--- src/rtl/pipo_share_arbiter_pkg.sv ---
// pipo_share_arbiter_pkg
//   Shared definitions for the PIPO share arbiter slice:
//   - FSM state encoding (IDLE/LOAD/HOLD/RELEASE)
//   - log2c(): ceiling log2 used to size index and counter fields
package pipo_share_arbiter_pkg;

    localparam logic [1:0] IDLE    = 2'd0;
    localparam logic [1:0] LOAD    = 2'd1;
    localparam logic [1:0] HOLD    = 2'd2;
    localparam logic [1:0] RELEASE = 2'd3;

    // Ceiling log2 with a floor of 1 so a field is never zero bits wide.
    function automatic int log2c(input int n);
        int r;
        r = 0;
        for (int i = 0; i < 32; i++) begin
            if ((1 << r) < n) r = r + 1;
        end
        return (r < 1) ? 1 : r;
    endfunction

endpackage

--- src/rtl/pipo_share_arbiter_rr_pick.sv ---
// rr_pick
//   Combinational round-robin search: returns the first set req bit found
//   searching upward from ptr, wrapping from N_REQ-1 back to 0.
// Ports:
//   req  in  N_REQ  request vector
//   ptr  in  PW     search start index
//   any  out 1      at least one request bit is set
//   idx  out PW     index of the winner (0 when any=0)
module rr_pick #(
    parameter int N_REQ = 4,
    parameter int PW    = 2
) (
    input  logic [N_REQ-1:0] req,
    input  logic [PW-1:0]    ptr,
    output logic             any,
    output logic [PW-1:0]    idx
);

    logic [PW-1:0] cand;

    // N_REQ is a power of two, so the PW-bit add wraps exactly at N_REQ.
    always_comb begin
        any  = 1'b0;
        idx  = '0;
        cand = '0;
        for (int i = 0; i < N_REQ; i++) begin
            cand = ptr + PW'(i);
            if (!any && req[cand]) begin
                any = 1'b1;
                idx = cand;
            end
        end
    end

endmodule

--- src/rtl/pipo_share_arbiter.sv ---
// pipo_share_arbiter
//   N_REQ requesters share one WIDTH-bit parallel-in/parallel-out register.
//   A round-robin FSM grants one requester at a time; the grantee's data
//   slice is loaded once (LOAD), then the grant is held (HOLD) until the
//   requester drops req or, under contention, HOLD_MAX hold cycles elapse.
//   Every grant is followed by RELEASE and IDLE, both with gnt all-zero.
//
//   Handshake: req[i] is a level held by requester i until it is done;
//   gnt[i] high means requester i owns the register. A requester that sees
//   gnt drop must not assume ownership again until gnt[i] rises anew.
// Ports:
//   clk        in  1            rising-edge clock
//   rst_n      in  1            synchronous active-low reset
//   req        in  N_REQ        per-requester request levels
//   d          in  N_REQ*WIDTH  write data, requester i at [i*WIDTH +: WIDTH]
//   gnt        out N_REQ        one-hot grant (zero in IDLE/RELEASE)
//   owner      out log2(N_REQ)  current or most recent grantee
//   q          out WIDTH        register contents
//   valid      out 1            q loaded at least once since reset
//   busy       out 1            FSM not in IDLE
//   dbg_state  out 2            current FSM state for observation
module pipo_share_arbiter
    import pipo_share_arbiter_pkg::*;
#(
    parameter int N_REQ    = 4,
    parameter int WIDTH    = 4,
    parameter int HOLD_MAX = 8
) (
    input  logic                        clk,
    input  logic                        rst_n,
    input  logic [N_REQ-1:0]            req,
    input  logic [N_REQ*WIDTH-1:0]      d,
    output logic [N_REQ-1:0]            gnt,
    output logic [log2c(N_REQ)-1:0]     owner,
    output logic [WIDTH-1:0]            q,
    output logic                        valid,
    output logic                        busy,
    output logic [1:0]                  dbg_state
);

    localparam int PW = log2c(N_REQ);
    localparam int CW = log2c(HOLD_MAX);
    localparam logic [CW-1:0] CNT_MAX = CW'(HOLD_MAX - 1);

    logic [1:0]       state;
    logic [PW-1:0]    ptr;
    logic [CW-1:0]    cnt;
    logic             pick_any;
    logic [PW-1:0]    pick_idx;
    logic [N_REQ-1:0] own_mask;
    logic             others;
    logic             owner_req;
    logic             load_en;

    rr_pick #(
        .N_REQ (N_REQ),
        .PW    (PW)
    ) u_rr_pick (
        .req (req),
        .ptr (ptr),
        .any (pick_any),
        .idx (pick_idx)
    );

    always_comb begin
        own_mask  = N_REQ'(1) << owner;
        owner_req = req[owner];
        // Contention means someone other than the owner is waiting.
        others    = |(req & ~own_mask);
        load_en   = (state == LOAD);
    end

    // Grant is decoded from registered state and owner only (Moore).
    assign gnt       = (state == LOAD || state == HOLD) ? own_mask : '0;
    assign busy      = (state != IDLE);
    assign dbg_state = state;

    always_ff @(posedge clk) begin
        if (!rst_n) begin
            state <= IDLE;
            owner <= '0;
            ptr   <= '0;
            cnt   <= '0;
        end else begin
            case (state)
                IDLE: begin
                    if (pick_any) begin
                        owner <= pick_idx;
                        state <= LOAD;
                    end
                end
                LOAD: begin
                    // Completes regardless of req[owner] so q is always written.
                    cnt   <= '0;
                    state <= HOLD;
                end
                HOLD: begin
                    if (cnt != CNT_MAX) cnt <= cnt + 1'b1;
                    if (!owner_req) begin
                        state <= RELEASE;
                    end else if (cnt == CNT_MAX && others) begin
                        state <= RELEASE;
                    end
                end
                RELEASE: begin
                    // Next search starts just past the outgoing owner.
                    ptr   <= owner + 1'b1;
                    state <= IDLE;
                end
                default: state <= IDLE;
            endcase
        end
    end

    // Shared storage: written only on the edge that leaves LOAD.
    always_ff @(posedge clk) begin
        if (!rst_n) begin
            q     <= '0;
            valid <= 1'b0;
        end else if (load_en) begin
            q     <= d[int'(owner)*WIDTH +: WIDTH];
            valid <= 1'b1;
        end
    end

endmodule

--- config.mk ---
export PLATFORM = sky130hd
export DESIGN_NAME = pipo_share_arbiter
export DESIGN_NICKNAME = d
export VERILOG_FILES = /design/src/rtl/pipo_share_arbiter_pkg.sv /design/src/rtl/pipo_share_arbiter_rr_pick.sv /design/src/rtl/pipo_share_arbiter.sv
export SDC_FILE = /design/constraint.sdc
export NUM_CORES = 1
export LEC_CHECK = 0
export BUFFER_PORTS_ARGS = -buffer_cell sky130_fd_sc_hd__buf_2
export CORE_UTILIZATION = 45
export DETAILED_ROUTE_END_ITERATION = 6
export PLACE_DENSITY = 0.75
export SLEW_MARGIN = 20
export SYNTH_ARGS = -nofsm -noshare
export SYNTH_HDL_FRONTEND = slang
export SYNTH_SLANG_ARGS = --single-unit
export TNS_END_PERCENT = 30
--- constraint.sdc ---
create_clock -name clk -period 4.1 [get_ports clk]
set_input_delay 1.025 -clock clk [delete_from_list [all_inputs] [get_ports clk]]
set_output_delay 1.025 -clock clk [all_outputs]
set_load 0.005 [all_outputs]
==> summary.txt <==
Clock tree
  – Clock sinks: 14
  – CTS Hold Buffers Added: 0
  – Clock buffer depth: 2
  – H-tree depth: 1
  – CTS tree: yes
  – Worst-path clk slew: 80 ps
  – Clock Latency Late Sink: between 200 and 300 ps
  – Post-CTS Setup Inserts: 0
  – Clock Tree Root: clkbuf_4
  – CTS buffer count: 3
  – Post-CTS sizing: 0

Die
  – Core Area: 2000 um^2
  – Initial Util: between 40% and 50%
  – I/O Pins: 36
  – Chip width: 48.5 um
  – Die area: 2350 um^2
  – Die Y: 48.5 um
  – Row Count: 16

Worst setup path
  – R2R Path Start: owner[0]
  – Top delay family on crit path: flip-flops
  – Crit path arrival time: 1650 ps
  – Slowest cell delay on critical path: 680 ps
  – CP Class: reg -> out
  – CP cell instances: inv_1 > ha_1 > and2_1 > buf_2
  – WP data required: between 3000 and 4000 ps
  – CP Launch Type: flop
  – Critical Path Sink Type: output port
  – Buf/Inv on CP: 2
  – Crit-path slowest cell: dfxtp_1
  – Critical Path Fanout Max: 12
  – Crit path launch: owner[0]

STA
  – Total negative slack: 0 ps
  – Period Utilization, post-route: between 60% and 70%
  – Slew @ Worst Pin: 552 ps
  – Setup-failing EPs final: 0
  – Relative slew slack: 63.2%
  – Max-slew violation count: 0
  – Fin. Hold Viols: 0
  – Setup Skew: roughly 2.8 ps
  – Clock period minus worst slack: 2670 ps
  – Unrepaired setup endpoints after global routing: no
  – Fmax: 0.375 GHz

Cells and area
  – Fillcell total: 190
  – Most frequent cells in the layout: 35 x buf_2, 15 x nor2b_1, 14 x dfxtp_1
  – Final nets: approximately 170
  – Commonest non-fill, non-tap cell in the layout: buf_2
  – Share of layout cells above drive strength 1: a little over a third
  – Fin area: 1200 um^2
  – Area growth, synth to finish: 23.2%
  – Ant diodes: 0

Drt
  – Post-route DRC: 0
  – Via count: 811
  – WL met3: 73 um
  – Avg Vias per Cell: 5.07
  – Avg WL per Cell: 12.0 um
  – Routed Wire Length: 1920 um
  – ANT nets after route: 0
  – DRT iter0 DRCs: 10
  – Met2 WL: 943 um
  – DR pass1 iterations: 4
  – Top layer in use: met4
  – M1 wire length: 892 um

Placement
  – Post-placement cell area: 1160 um^2
  – Final Wtd Congestion: 0.873
  – Dpl hpwl: 1610 um
  – PortBufs: 35

Yosys
  – Mapped Area: roughly 1000 um^2
  – Post-synthesis cell type count: 27
  – Mapped Cells: between 90 and 100
  – Mean area per synthesized cell: 9.91 um^2
  – FF+latch count, synth: 14
  – Sequential area share after synthesis: 28.9%
  – Net Count, Synth: 130
  – Yosys Warn Count: 0

Global route
  – Vias in the first global route: just under 800
  – GRT Residual Overflow: 0
  – Antenna violations before repair: 0
  – Pin count of the biggest net entering global routing: 16
  – First-pass GRT wire length: 3310 um
  – Total global-route track usage: between 15 and 20%

Power
  – Pwr/cell area: ~480 nW/um^2
  – LEAKAGE: about 0.54 nW
  – Peak supply drop: 0.366 mV

Worst hold path
  – Worst min-delay path startpoint: valid
  – HP Class: reg -> reg

Flow run
  – MaxCap Viol Count: 0

Status
  – Status: complete, no violations
[worst paths after layout]
path,end,slack [ps],cells after the start
max reg2reg,dbg_state[0],2270,5
min reg2reg,valid,460,1
min,valid,460,1
max,gnt[2],1430,4
[state kept, by name (all words and copies together), names as in the netlist]
signal,count
valid,1
q,4
ptr,2
dbg_state,2
cnt,3
owner,2
[metrics by stage]
| stage | util, % | power (mW) | hold WS, ps | worst slack [ps] | instances |
|---|---|---|---|---|---|
| after global placement | 57.9 | 0.473 | 432 | 1780 | 156 |
| after global routing | 59.8 | 0.620 | 475 | 1280 | 160 |
| after detailed placement | 57.9 | 0.482 | 443 | 1710 | 156 |
| final | 59.8 | 0.573 | 461 | 1430 | 160 |
| after CTS | 59.8 | 0.579 | 464 | 1400 | 160 |
| after floorplan | - | 0.392 | 451 | 2050 | 98 |
[cell type report]
cell class | instances | area (um^2) | share of cell area, %
well taps | 27 | 33.8 | 2.82
multi-input cells | 72 | 641 | 53.6
flip-flops and latches | 14 | 280 | 23.4
repair buffers | 35 | 175 | 14.6
inverters | 8 | 30.0 | 2.51
clock buffers | 4 | 36.3 | 3.03
[logic make-up (layout without fill, tap and decap cells)]
| kind of cell | after synthesis | count (layout) | share of synthesized area [%] |
|---|---|---|---|
| simple gates | 32 | 32 | 20.2 |
| compound gates | 16 | 16 | 13.3 |
| mux | 14 | 14 | 19.6 |
| flops | 14 | 14 | 28.9 |
| buf+inv | 12 | 47 | 5.15 |
| fa+ha+maj | 10 | 10 | 12.9 |
[synth_stat cells]
cell type,n,share of area (%)
a21boi_1,2,1.5
a21oi_1,3,1.5
a22oi_1,2,1.5
a22oi_2,1,1.3
and2_1,5,3.2
buf_2,1,0.51
buf_4,1,0.77
clkbuf_1,2,0.77
dfxtp_1,14,29
ha_1,10,13
inv_1,8,3.1
mux2i_1,10,10
mux4_2,4,9.3
nand2_1,5,1.9
nand2b_1,2,1.3
nor2_1,2,0.77
nor2b_1,15,9.7
nor2b_4,1,1.4
nor4_2,1,1.3
o2111ai_1,1,0.90
o21a_1,2,1.5
o21ai_0,1,0.51
o221a_1,1,1.2
o221ai_1,1,0.90
o22ai_1,1,0.64
o41ai_2,1,1.7
or3_1,1,0.64
[power breakdown]
group / switching (mW) / leakage, nW / internal [mW]
sequential: 0.0379 / 0.114 / 0.169
combinational: 0.130 / 0.409 / 0.140
clock: 0.0426 / 0.0210 / 0.0539
total: 0.210 / 0.544 / 0.363
[metal layers]
| metal | track usage [%] | vias up |
|---|---|---|
| met5 | 0 | - |
| met4 | 4.90 | 0 |
| met3 | 5.03 | 2 |
| met2 | 30.0 | 16 |
| met1 | 22.4 | 381 |
| li1 | - | 412 |
(Power assumes the default switching activity.)
